--- src/rtl/div_iter.sv ---
// div_iter: iterative radix-2 restoring divider for DIV/DIVU in the execute stage.
// One quotient bit per cycle over 32 cycles, then a single DONE cycle that presents the
// sign-corrected {HI = remainder, LO = quotient}.
//
// Ports:
//   clk        rising-edge clock
//   rst        synchronous active-high reset
//   start      DIV/DIVU present in E (held while the pipeline is stalled)
//   signed_div 1 = DIV (two's complement), 0 = DIVU; sampled on accept
//   a, b       dividend / divisor, sampled on accept
//   annul      cancel request from an exception flush
//   stall_div  combinational; high while the divider owns the E stage
//   ready      high during the DONE cycle, result valid
//   result     registered {remainder, quotient}
module div_iter (
  input  logic        clk,
  input  logic        rst,
  input  logic        start,
  input  logic        signed_div,
  input  logic [31:0] a,
  input  logic [31:0] b,
  input  logic        annul,
  output logic        stall_div,
  output logic        ready,
  output logic [63:0] result
);

  typedef enum logic [1:0] {StIdle, StBusy, StDone} state_e;

  state_e      state_q, state_d;
  logic [4:0]  cnt_q;
  logic [31:0] rem_q;
  logic [31:0] quo_q;
  logic [31:0] dvs_q;
  logic        neg_quo_q;
  logic        neg_rem_q;

  logic        accept;
  logic [31:0] abs_a;
  logic [31:0] abs_b;
  logic [32:0] rem_sh;
  logic [31:0] quo_sh;
  logic [32:0] diff;
  logic [31:0] rem_nxt;
  logic [31:0] quo_nxt;
  logic [31:0] quo_fix;
  logic [31:0] rem_fix;

  assign accept = (state_q == StIdle) && start && !annul;

  // Magnitudes; -0x8000_0000 wraps to 0x8000_0000, which is the correct unsigned magnitude.
  assign abs_a = (signed_div && a[31]) ? -a : a;
  assign abs_b = (signed_div && b[31]) ? -b : b;

  // One restoring step: shift {rem, quo} left, trial-subtract, keep if non-negative.
  assign rem_sh  = {rem_q, quo_q[31]};
  assign quo_sh  = {quo_q[30:0], 1'b0};
  assign diff    = rem_sh - {1'b0, dvs_q};
  assign rem_nxt = diff[32] ? rem_sh[31:0] : diff[31:0];
  assign quo_nxt = diff[32] ? quo_sh : (quo_sh | 32'd1);

  assign quo_fix = neg_quo_q ? -quo_nxt : quo_nxt;
  assign rem_fix = neg_rem_q ? -rem_nxt : rem_nxt;

  always_comb begin
    state_d = state_q;
    unique case (state_q)
      StIdle: begin
        if (accept) state_d = (b == 32'd0) ? StDone : StBusy;
      end
      StBusy: begin
        if (cnt_q == 5'd31) state_d = StDone;
      end
      StDone: state_d = StIdle;
      default: state_d = StIdle;
    endcase
    if (annul) state_d = StIdle;
  end

  always_comb begin
    stall_div = !annul && (((state_q == StIdle) && start) || (state_q == StBusy));
    ready     = !annul && (state_q == StDone);
  end

  always_ff @(posedge clk) begin
    if (rst) begin
      state_q   <= StIdle;
      cnt_q     <= 5'd0;
      rem_q     <= 32'd0;
      quo_q     <= 32'd0;
      dvs_q     <= 32'd0;
      neg_quo_q <= 1'b0;
      neg_rem_q <= 1'b0;
      result    <= 64'd0;
    end else begin
      state_q <= state_d;
      if (accept) begin
        if (b == 32'd0) begin
          // Divide by zero does not trap: HI = dividend, LO = all ones.
          result <= {a, 32'hFFFF_FFFF};
        end else begin
          cnt_q     <= 5'd0;
          rem_q     <= 32'd0;
          quo_q     <= abs_a;
          dvs_q     <= abs_b;
          neg_quo_q <= signed_div && (a[31] ^ b[31]);
          neg_rem_q <= signed_div && a[31];
        end
      end else if ((state_q == StBusy) && !annul) begin
        rem_q <= rem_nxt;
        quo_q <= quo_nxt;
        cnt_q <= cnt_q + 5'd1;
        // Final step feeds the corrected result straight into the register so it is
        // valid for the whole DONE cycle.
        if (cnt_q == 5'd31) result <= {rem_fix, quo_fix};
      end
    end
  end

endmodule

--- config.mk ---
export PLATFORM = sky130hd
export DESIGN_NAME = div_iter
export DESIGN_NICKNAME = d
export VERILOG_FILES = /design/src/rtl/div_iter.sv
export SDC_FILE = /design/constraint.sdc
export NUM_CORES = 1
export LEC_CHECK = 0
export BUFFER_PORTS_ARGS = -buffer_cell sky130_fd_sc_hd__buf_2
export CORE_ASPECT_RATIO = 0.9
export CORE_MARGIN = 10
export CORE_UTILIZATION = 60
export DETAILED_ROUTE_END_ITERATION = 10
export GPL_TIMING_DRIVEN = 0
export PLACE_DENSITY = 0.94
export RECOVER_POWER = 25
export SLEW_MARGIN = 20
export SYNTH_ARGS = -nofsm -noshare
export SYNTH_HDL_FRONTEND = slang
export SYNTH_SLANG_ARGS = --single-unit
--- constraint.sdc ---
create_clock -name clk -period 6.5 [get_ports clk]
set_clock_uncertainty 0.1 [all_clocks]
set_input_delay 0.325 -clock clk [delete_from_list [all_inputs] [get_ports clk]]
set_output_delay 0.325 -clock clk [all_outputs]
set_load 0.02 [all_outputs]
* Word level (Yosys, flattened, before mapping) *
Cells that the tools add are included.

operators by class
  add/sub/neg operators = 6
  equality and inequality tests = 7
  mux-type cells = 23
  bitwise gates (word level) = 2
  reduce and logical (&&, ||, !) cells = 19

operator list
  kind                   number
  $mux W32               11
  $mux W64               4
  $neg A32 Y32           4
  $sub A33 B32 Y33       1
  $logic_not A32 Y1      1
  $mux W5                3
  $logic_and A1 B1 Y1    8
  $mux W2                3
  $ne A2 B2 Y1 const B   3
  $reduce_and A2 Y1      3
  $add A5 B1 Y5 const B  1
  $eq A5 B5 Y1 const B   1
  $pmux W2 S2            1
  $reduce_bool A2 Y1     2
  $reduce_and A3 Y1      1
  $eq A2 B1 Y1 const B   1
  $eq A2 B2 Y1 const B   1
  $logic_not A2 Y1       1
  $ne A2 B1 Y1 const B   1
  $reduce_or A2 Y1       1
  $logic_not A1 Y1       1
  $logic_or A1 B1 Y1     1
  $mux W1                1
  $not A1 Y1             1
  $xor A1 B1 Y1          1

word-level totals
  register bits after elaboration = 169
  bits of input ports = 69
  word-level logic and storage cells = 65

* Depth between registers and ports, before layout *
Gate-level depths: netlist of the first run.

  depth after elaboration = 7
  depth in mapped cells = 28

* Least setup slack after synthesis of the first run *
OpenSTA, ideal clock, no wires.

  path type = register -> register
  from = register quo_q[31]
  to = register result[62]
  arrival = 4,983 ps
  required time = 6,305 ps
  slack = 1,322 ps
  stages on the path, launching flop included = 28
  clock period less this slack = 5,178 ps
  cells stage by stage = dfxtp_1 inv_1 ha_1 inv_1 fa_1 a211oi_4 o211ai_2 and3b_4 o211a_1 o211a_1 buf_6 clkinv_4 buf_4 buf_2 buf_2 o21ai_0 inv_1 ha_1 nand3_1 or3_1 or2_2 or3_1 nand2b_1 o31ai_1 nand3_1 o21ai_0 xor2_1 a221oi_1

on the way
  word-level cells in the longest chain between the ends = 7

RTL lines
  what                      line  RTL
  start: declaration        33    logic [31:0] quo_q;
  start signal: assignment  104   quo_q <= abs_a;
  start signal: assignment  111   quo_q <= quo_nxt;
  $sub A33 B32 Y33          58    assign diff = rem_sh - {1'b0, dvs_q};
  $mux W32 *                59    assign rem_nxt = diff[32] ? rem_sh[31:0] : diff[31:0];
  $neg A32 Y32              63    assign rem_fix = neg_rem_q ? -rem_nxt : rem_nxt;
  $mux W32 *                63
  $mux W64 *                115   if (cnt_q == 5'd31) result <= {rem_fix, quo_fix};
  $mux W64 *                109   end else if ((state_q == StBusy) && !annul) begin
  $mux W64 *                97    if (accept) begin
  end signal: assignment    100   result <= {a, 32'hFFFF_FFFF};
  end signal: assignment    115
  end: declaration          25    output logic [63:0] result

Mark *: on every way between the ends. The rest lies on a longest branch, timed or not. The select of a mux whose other input is x is not followed.
A chain may end at the register's enable or synchronous reset.

* Worst setup path after layout of the first run *
Ends and elaborated chain as after synthesis.

==> results of run 1 <==
==> cells by family (layout without fill, tap and decap cells) <==
| logic type | count (synthesis) | after routing |
|---|---|---|
| AO/OA/AOI/OAI | 474 | 474 |
| XOR/XNOR | 131 | 131 |
| adder cells (fa/ha/maj) | 39 | 39 |
| buffers and inverters | 165 | 332 |
| flip-flops | 169 | 169 |
| multiplexers | 19 | 19 |
| other | 0 | 1 |
| AND/OR/NAND/NOR | 618 | 618 |
==> sequential cells by signal, summed over array words and instances (netlist names) <==
| register | count |
|---|---|
| state_q | 2 |
| neg_quo_q | 1 |
| dvs_q | 32 |
| result | 64 |
| neg_rem_q | 1 |
| cnt_q | 5 |
| quo_q | 32 |
| rem_q | 32 |
==> cells in the mapped netlist (all sizes together) (7+ instances only) <==
cell type / number
nor4: 13
nand2: 187
a211oi: 71
a21o: 9
dfxtp: 169
a221oi: 12
or4: 14
ha: 38
clkbuf: 70
or3: 30
o21ai: 84
nand4: 13
mux2i: 16
o211ai: 38
o31ai: 18
and2: 11
and3: 10
nand2b: 10
a22oi: 8
o22ai: 7
a21oi: 150
nor2: 226
xor2: 78
a311oi: 17
nor3: 51
nand3: 30
buf: 36
xnor2: 53
inv: 58
a31oi: 9
o41ai: 9
==> power by group through the flow <==
| stage | Sequential (uW) | Combinational [uW] | Clock, uW |
|---|---|---|---|
| 6_report | 1080 | 558 | 1050 |
| 5_1_grt | 1080 | 602 | 1080 |
| 4_1_cts | 1080 | 535 | 1040 |
| 3_5_place_dp | 1100 | 530 | 0 |
| 3_3_place_gp | 1100 | 520 | 0 |
| 2_1_floorplan | 1090 | 368 | 0 |
==> per-stage QoR <==
stage	power, uW	setup slack, ns
6_report	2680	0.194
5_1_grt	2760	0.0544
4_1_cts	2650	0.0117
3_5_place_dp	1630	0.106
3_3_place_gp	1620	0.151
2_1_floorplan	1460	1.32
==> placed cells by master (no fill, tap or decap), types with 6 or more instances in the layout <==
cell type,n
or3_1,30
clkbuf_16,17
o211ai_1,36
o41ai_1,8
o22ai_1,7
a21o_1,9
inv_1,58
o21ai_1,8
a221oi_1,8
a21oi_1,148
a22oi_1,8
buf_6,6
xor2_1,78
a211oi_1,69
buf_1,7
and2_1,10
nand4_1,13
o31ai_1,15
clkbuf_1,129
and3_1,10
nand2b_1,10
nor3_1,51
a311oi_1,17
a31oi_1,9
nand3_1,29
ha_1,38
xnor2_1,53
nand2_1,187
o21a_1,6
dfxtp_1,169
or4_1,13
nor2_1,222
buf_2,97
mux2i_1,16
nor4_1,11
o21ai_0,73
==> layer usage <==
metal  track usage  wire (um)  up-vias  part of all wire
met1         0.435      18100     6261              0.42
met4         0.113       1510        2             0.035
met2         0.460      18300      874              0.42
met5             0         13        -           0.00030
met3        0.0892       5630      128              0.13
li1              -          -     6098                 -
==> area by class of cell <==
class	count	area, um2
Antenna cell	1	2.50
Buffer	106	477
Clock buffer	18	429
Clock inverter	14	156
Fill cell	1686	5880
Inverter	59	226
Multi-Input combinational cell	1281	7810
Sequential cell	169	3380
Tap cell	250	313
Timing Repair Buffer	135	606
==> what timing repair did <==
action	in CTS	in global routing
setup endpoints to repair	0	8
gates resized for setup	0	9
setup buffers	0	1
==> final timing paths <==
kind             start  slack [ns]  cells past startpoint    endpoint
min              annul        0.03                      2  state_q[0]
max reg2reg  quo_q[31]        0.19                     27  result[62]
min reg2reg  dvs_q[18]        0.36                      2   dvs_q[18]
max          quo_q[31]        0.19                     27  result[62]
==> flow_summary.json, run 1 <==
{
  "grt_pass1_vias": 11900,
  "worstPathBufferInverterCount": 8,
  "leakage_uw": 0.00505,
  "yosysTopAreaCell": "dfxtp_1",
  "yosysSeqAreaShare": 0.285,
  "cap_violations": 0,
  "status": "finished clean",
  "boundaryPins": 135,
  "endpoint_kind": "flop",
  "setup_viol": 0,
  "grt-ovfl-total": 0,
  "required_ns": 6.76,
  "worstMarginPinSlew_ns": 1.06,
  "async_flop_share": 0,
  "synthFlopType": "dfxtp_1",
  "hold_viol": 0,
  "hold_class": "input pin to flop",
  "path_max_fanout": 10,
  "netSwitchingFraction": 0.332,
  "synth_fa_ha_area_frac": 0.0418,
  "yosys_warnings": 0,
  "place_area_mm2": 0.0129,
  "dp_hpwl_mm": 33.9,
  "fin_nets": 1877,
  "finalInstanceArea_mm2": 0.0134,
  "root_buffer": "clkbuf_16",
  "vias_per_cell": 6.57,
  "synth_nets": 1723,
  "remaining_drc_errors": 0,
  "synth_top_family_by_area": "compound AO/OA/AOI/OAI gates",
  "postCtsHoldBufs": 0,
  "die_area_mm2": 0.0258,
  "intPower_uw": 1790,
  "crit_slowest_cell": "fa_1",
  "synth-edff-count": 0,
  "fin_crit_sh": 0.970,
  "synth.distinct_cells": 83,
  "cts_buffers": 17,
  "grt_usage": 0.317,
  "rsz0062_at_grt": "no",
  "ys_ff_latch": 169,
  "grt_max_degree": 18,
  "path_delay_family": "simple AND/OR/NAND/NOR gates",
  "drv_slew": 0,
  "holdWs_ns": 0.0277,
  "cts_num_sinks": 169,
  "vias": 13400,
  "layout-drive-gt1-share": 0.0988,
  "drt_iter0_drc": 1687,
  "stdcell_count": 2033,
  "finalSetupTns_ns": 0,
  "ir_worst_vdd_mv": 0.136,
  "synth-xor-area-share": 0.0967,
  "cts_buffer_depth": 2,
  "routed_wl_mm": 43.5,
  "io_buffers": 133,
  "max_clock_freq_ghz": 0.159,
  "htree_levels": 4,
  "synth_top_area_share": 0.285,
  "crit_type": "flop to flop",
  "synth_mux_area_frac": 0.0163,
  "dp.cells": 1999,
  "worstSkewPairLatency_ns": 0.44,
  "gp_congestion": 0.990,
  "syn_to_final_growth_pct": 13.0,
  "clkPwrFrac": 0.390,
  "syn_inst": 1615,
  "coreArea_mm2": 0.0193,
  "power.net_switching_uw": 889,
  "tritoncts": "yes",
  "powerDensity_mw_per_mm2": 200,
  "pwr-share-comb": 0.208,
  "seqPwrFrac": 0.401,
  "critPathMaxStageDelay_ns": 0.46,
  "drt.antenna.violating_nets": 0,
  "rows": 48,
  "wire_per_inst_um": 21.4,
  "die_h_um": 153,
  "cp-start-kind": "flop",
  "initial_core_util": 0.615,
  "avgSynthCellArea_um2": 7.35,
  "critPathArrivalTime_ns": 6.56,
  "netlist_area_mm2": 0.0119,
  "clkTransAtPathRegs_ns": 0.07,
  "synth_compound_area_frac": 0.265,
  "antenna_found_initial": 1,
  "dieWidth_um": 168,
  "yosys.area_share.simple": 0.237,
  "slew-limit-headroom": 0.283,
  "ys_top_cells_by_area": "dfxtp_1 29%, nor2_1 7.0%, a21oi_1 6.2%",
  "fin_util": 0.695,
  "grt_pass1_wl_mm": 66.3,
  "min_period_ns": 6.31,
  "dr.pass1.iters": 6
}
Power figures use the tool's default switching activity.
==> run 2: changes to the inputs <==
--- a/config.mk
+++ b/config.mk
@@ -5,10 +5,12 @@
 export SDC_FILE = /design/constraint.sdc
 export NUM_CORES = 1
 export LEC_CHECK = 0
+export ABC_AREA = 1
 export BUFFER_PORTS_ARGS = -buffer_cell sky130_fd_sc_hd__buf_2
-export CORE_ASPECT_RATIO = 0.9
+export CAP_MARGIN = 5
+export CORE_ASPECT_RATIO = 0.8
 export CORE_MARGIN = 10
-export CORE_UTILIZATION = 60
+export CORE_UTILIZATION = 61
 export DETAILED_ROUTE_END_ITERATION = 10
 export GPL_TIMING_DRIVEN = 0
 export PLACE_DENSITY = 0.94
==> run 2 against run 1 <==
  * Clock-buffer cell count down 1
  * Critical path depth is 4 higher
  * Sequential power about the same
  * Flip-flop and latch count did not move
  * Largest cell class unchanged
==> flow_summary.json, run 2 <==
{
  "crit_slowest_cell": "fa_1",
  "postCtsHoldBufs": 0,
  "avgSynthCellArea_um2": 5.98,
  "boundaryPins": 135,
  "ys_top_cells_by_area": "dfxtp_1 26%, nand2_1 18%, inv_1 8.1%",
  "remaining_drc_errors": 0,
  "post-synth-top-count-cell": "nand2_1",
  "vias": 15800,
  "regMostFlops": "result",
  "fin_crit_sh": 0.822,
  "drt.antenna.violating_nets": 0,
  "ir_worst_vdd_mv": 0.182,
  "multi_input_area_mm2": 0.00803,
  "synth_common_cells": "607 x nand2_1, 278 x inv_1, 200 x a21oi_1",
  "antenna_cells": 0,
  "dieWidth_um": 182,
  "cts_buffers": 17,
  "min_period_ns": 5.35,
  "worstPathBufferInverterCount": 4,
  "grt_max_degree": 20,
  "htree_levels": 4,
  "finalSetupTns_ns": 0,
  "ys_ff_latch": 169,
  "drt_iter0_drc": 2772,
  "grt_usage": 0.378,
  "tritoncts": "yes",
  "path_max_fanout": 10,
  "synth.distinct_cells": 56,
  "setup_viol": 0,
  "cts_setup_buffers": 0,
  "cap_violations": 0,
  "path_delay_family": "simple AND/OR/NAND/NOR gates",
  "max_clock_freq_ghz": 0.187,
  "rsz0062_at_grt": "no",
  "clkTransAtPathRegs_ns": 0.09,
  "cp-start-kind": "flop",
  "vias_per_cell": 6.10,
  "layout_commonest_cell": "nand2_1",
  "antenna_found_initial": 1,
  "layout_common_cells": "607 x nand2_1, 278 x inv_1, 200 x a21oi_1",
  "layout-drive-gt1-share": 0.0866,
  "synthFlopType": "dfxtp_1",
  "pre_cts_slack_ns": 1.40,
  "synth-edff-count": 0,
  "hold_class": "input pin to flop",
  "gp_congestion": 1.13,
  "async_flop_share": 0,
  "wire_per_inst_um": 20.8,
  "syn_to_final_growth_pct": 11.9,
  "holdWs_ns": 0.0838,
  "status": "finished clean",
  "dp_hpwl_mm": 43.0,
  "crit_type": "flop to flop",
  "critPathArrivalTime_ns": 5.60,
  "hold_viol": 0,
  "dp.cells": 2557,
  "syn_inst": 2154,
  "largest_reg_flops": 64,
  "worstSkewPairLatency_ns": 0.46,
  "routed_wl_mm": 53.9,
  "coreArea_mm2": 0.0207,
  "netlist_area_mm2": 0.0129,
  "cts.repair.resized": 0,
  "critPathMaxStageDelay_ns": 0.46,
  "yosysSeqAreaShare": 0.263,
  "place_area_mm2": 0.0139,
  "cts_buffer_depth": 2,
  "grt_pass1_wl_mm": 80.0,
  "finalInstanceArea_mm2": 0.0144,
  "initial_core_util": 0.622,
  "yosys_warnings": 0,
  "rows": 47,
  "root_buffer": "clkbuf_16",
  "synth_nets": 2262,
  "final_critical_path_setup_slack_ns": 1.15,
  "slew-limit-headroom": 0.364,
  "worstMarginPinSlew_ns": 0.954,
  "cts_num_sinks": 169,
  "io_buffers": 133,
  "seq_area_mm2": 0.00338,
  "required_ns": 6.75,
  "grt_pass1_vias": 14000,
  "drv_slew": 0,
  "n_fill_cell": 1897,
  "synth_top_area_share": 0.263,
  "die_h_um": 150,
  "endpoint_kind": "flop",
  "die_area_mm2": 0.0274,
  "dr.pass1.iters": 9,
  "leakage_uw": 0.00703,
  "stdcell_count": 2589,
  "fin_nets": 2415,
  "powerDensity_mw_per_mm2": 201,
  "grt-ovfl-total": 0,
  "yosysTopAreaCell": "dfxtp_1"
}
==> run 2: changes by cell type in the layout (fill, tap and decap cells not counted), sizes merged, moves of 30 or more <==
cell / change
nand2: +451
nand3: +105
a211oi: -64
or3: -30
inv: +234
xnor2: -41
o21ai: +109
o211ai: -33
xor2: -36
a21oi: +54
==> run 2: worst reg2reg max path, delay by kind of cell (launching register included) <==
kind / cells / cell delay [ns]
adder cells (fa/ha/maj): 3 / 0.81
AND/OR/NAND/NOR: 20 / 2.75
AO/OA/AOI/OAI: 4 / 0.68
buffers and inverters: 4 / 0.46
flip-flops: 1 / 0.43
==> run 2: cells by family after synthesis <==
logic type	Yosys count	share of synthesized area
DFF	169	0.263
AOI/OAI and AO/OA	463	0.195
buffers and inverters	375	0.114
muxes	1	0.000777
adders and majority gates	39	0.0385
xor gates and xnor gates	54	0.0367
and+or+nand+nor	1053	0.353
==> run 2: worst paths after layout <==
path	startpoint	to	slack, ns	cells past startpoint
worst min-delay path	b[11]	dvs_q[11]	0.08	3
worst max register to register	dvs_q[0]	result[30]	1.15	31
worst max-delay path	dvs_q[0]	result[30]	1.15	31
worst min register to register	result[17]	result[17]	0.37	2
==> run 2: final cells by class <==
class	instances	area share
timing repair buffer	134	0.0417
sequential	169	0.235
multi-input combinational	1610	0.557
buffer	83	0.0254
tap	269	0.0234
inverter	292	0.0761
clock inverter	15	0.0118
clock buffer	17	0.0295
==> run 2: power breakdown <==
group | switching, uW | total [uW] | internal, uW
Sequential | 41.1 | 1110 | 1070
Combinational | 514 | 716 | 201
Clock | 551 | 1070 | 522
==> run 2: routing by layer <==
layer	wire length, um	global-route usage	up-vias
met3	10300	0.188	158
met2	20200	0.502	1242
met5	27	0	-
met4	1300	0.0816	2
li1	-	-	7288
met1	22100	0.529	7100
==> run 2: stage by stage <==
stage | total power, uW | utilization
after floorplan | 1560 | -
after global placement | 1790 | 0.670
after detailed placement | 1800 | 0.671
after CTS | 2830 | 0.700
after global routing | 2970 | 0.696
final | 2900 | 0.696
==> run 3: changes to the inputs <==
--- a/config.mk
+++ b/config.mk
@@ -5,15 +5,15 @@
 export SDC_FILE = /design/constraint.sdc
 export NUM_CORES = 1
 export LEC_CHECK = 0
-export ABC_AREA = 1
+export ABC_AREA = 0
 export BUFFER_PORTS_ARGS = -buffer_cell sky130_fd_sc_hd__buf_2
 export CAP_MARGIN = 5
 export CORE_ASPECT_RATIO = 0.8
 export CORE_MARGIN = 10
-export CORE_UTILIZATION = 61
+export CORE_UTILIZATION = 54
 export DETAILED_ROUTE_END_ITERATION = 10
 export GPL_TIMING_DRIVEN = 0
-export PLACE_DENSITY = 0.94
+export PLACE_DENSITY = 0.89
 export RECOVER_POWER = 25
 export SLEW_MARGIN = 20
 export SYNTH_ARGS = -nofsm -noshare
==> constraint.sdc (replaced) <==
create_clock -name clk -period 4.6 [get_ports clk]
set_clock_uncertainty 0.1 [all_clocks]
set_input_delay 0.23 -clock clk [delete_from_list [all_inputs] [get_ports clk]]
set_output_delay 0.23 -clock clk [all_outputs]
set_load 0.02 [all_outputs]
==> run 3 against run 2 <==
  * Largest power group is now clock
  * Fmax rose by 4.3%
  * The run now ends with hold timing, setup timing left
  * Design area down 1.6%
  * Flip-flop and latch count did not move
  * Clock power grew 45%
  * Critical endpoint is now result[62]
  * Hold slack got worse by 0.090 ns
  * Non-clock buffer count is 53 higher
  * Power grew 37%
  * Critical path depth decreased by 8
  * Setup slack worse by 1.7 ns
==> flow_summary.json, run 3 (same netlist as run 1, synthesis figures left out) <==
{
  "rsz0062_at_grt": "yes",
  "cts_num_sinks": 169,
  "fin_nets": 1906,
  "boundaryPins": 135,
  "rows": 48,
  "cts_buffer_depth": 2,
  "powerDensity_mw_per_mm2": 280,
  "r2r_cells": 23,
  "n_fill_cell": 1885,
  "syn_to_final_growth_pct": 19.5,
  "holdWs_ns": -0.00627,
  "drt_iter0_drc": 1900,
  "worstSkewPairLatency_ns": 0.45,
  "grt_pass1_wl_mm": 68.3,
  "gp_congestion": 0.998,
  "crit_chain": "inv_4, ha_4, inv_2, fa_2, a211oi_4, o211ai_2, and3b_4, o2111ai_4, o211a_1, buf_6, buf_12, mux2i_4, ha_4, nand3_4, or3_4, or2_4, or3_4, nand2b_4, o31ai_4, nand3_2, o21ai_2, xor2_1, a221oi_1",
  "worstHoldPathCells": 3,
  "grt_pass1_vias": 12300,
  "critPathMaxStageDelay_ns": 0.39,
  "setup_viol": 10,
  "grt_max_degree": 20,
  "crit_slowest_cell": "dfxtp_4",
  "pre_cts_slack_ns": -0.956,
  "worstPathBufferInverterCount": 4,
  "die_area_mm2": 0.0283,
  "p_total_uw": 3970,
  "wire_per_inst_um": 21.9,
  "status": "complete, but fails checks",
  "hold_class": "input pin to flop",
  "worstMarginPinSlew_ns": 1.20,
  "r2r_setup_slack_ns": -0.52,
  "io_buffers": 133,
  "seq_area_mm2": 0.00339,
  "dp_hpwl_mm": 34.3,
  "tritoncts": "yes",
  "path_max_fanout": 19,
  "regMostFlops": "result",
  "vias_per_cell": 6.49,
  "routed_wl_mm": 45.8,
  "drt.antenna.violating_nets": 0,
  "crit_type": "flop to flop",
  "min_period_ns": 5.12,
  "remaining_drc_errors": 0,
  "drv_slew": 0,
  "grt_usage": 0.303,
  "layout_commonest_cell": "nor2_1",
  "ir_worst_vdd_mv": 0.247,
  "max_clock_freq_ghz": 0.195,
  "stdcell_count": 2086,
  "cap_violations": 0,
  "required_ns": 4.79,
  "final_critical_path_setup_slack_ns": -0.523,
  "initial_core_util": 0.549,
  "cts_buffers": 17,
  "fin_util": 0.656,
  "vias": 13500,
  "layout_common_cells": "221 x nor2_1, 182 x nand2_1, 162 x dfxtp_1",
  "largest_reg_flops": 64,
  "clkTransAtPathRegs_ns": 0.08,
  "die_h_um": 153,
  "dr.pass1.iters": 8,
  "layout-drive-gt1-share": 0.149,
  "violations": "hold timing, setup timing",
  "grt-ovfl-total": 0,
  "path_delay_family": "simple AND/OR/NAND/NOR gates",
  "dieWidth_um": 186,
  "endpoint_kind": "flop",
  "leakage_uw": 0.00533,
  "critical_path_depth": 23,
  "dp.cells": 2023,
  "hold_viol": 4,
  "antenna_cells": 0,
  "root_buffer": "clkbuf_16",
  "cp-start-kind": "flop",
  "htree_levels": 4,
  "antenna_found_initial": 0,
  "multi_input_area_mm2": 0.00823,
  "fin_crit_sh": 1.11,
  "slew-limit-headroom": 0.194,
  "critPathArrivalTime_ns": 5.31,
  "coreArea_mm2": 0.0216
}
run 3: per-stage QoR:
step / cell area [um2] / TNS, ns
global route: 14200 / -4.91
CTS: 13900 / -2.45
finish: 14200 / -3.80
global placement: 13000 / -8.90
floorplan: 12000 / -0.600
detailed placement: 13000 / -10.68
run 3: repair_timing:
| action | CTS | global route |
|---|---|---|
| hold endpoints to repair | 4 | 0 |
| setup buffers | 19 | 13 |
| gates resized for setup | 40 | 49 |
| pin swaps | 18 | 30 |
| setup endpoints to repair | 20 | 22 |
| hold buffers | 4 | 0 |
run 3: final timing paths:
kind / startpoint / endpoint
max: quo_q[31] / result[62]
min: a[6] / result[38]
max reg2reg: quo_q[31] / result[62]
min reg2reg: dvs_q[21] / dvs_q[21]
run 3: worst register-to-register path: cells and delay by family, from the launching register on:
| kind | cells | cell delay (ns) |
|---|---|---|
| simple gates | 7 | 1.60 |
| compound gates | 7 | 1.20 |
| flops | 1 | 0.39 |
| fa+ha+maj | 3 | 0.70 |
| mux | 1 | 0.29 |
| buf+inv | 4 | 0.47 |
| xor+xnor | 1 | 0.21 |
run 3: layer usage:
| metal | vias up | GRT usage | wire length [um] |
|---|---|---|---|
| li1 | 6138 | - | - |
| met2 | 899 | 0.430 | 19300 |
| met1 | 6384 | 0.418 | 18700 |
| met5 | - | 0 | 0 |
| met4 | 0 | 0.107 | 1510 |
| met3 | 127 | 0.0941 | 6260 |
run 3: power by group:
part           internal (uW)  total (uW)  switching (uW)
Clock                    826        1550             724
Sequential              1490        1520            27.7
Combinational            322         901             579
run 3: area by class of cell:
class,instances,area share
Multi-Input combinational cell,1281,0.580
Sequential cell,169,0.239
Timing Repair Buffer,168,0.0624
Buffer,102,0.0342
Clock buffer,18,0.0303
Tap cell,275,0.0243
Inverter,59,0.0167
Clock inverter,14,0.0126
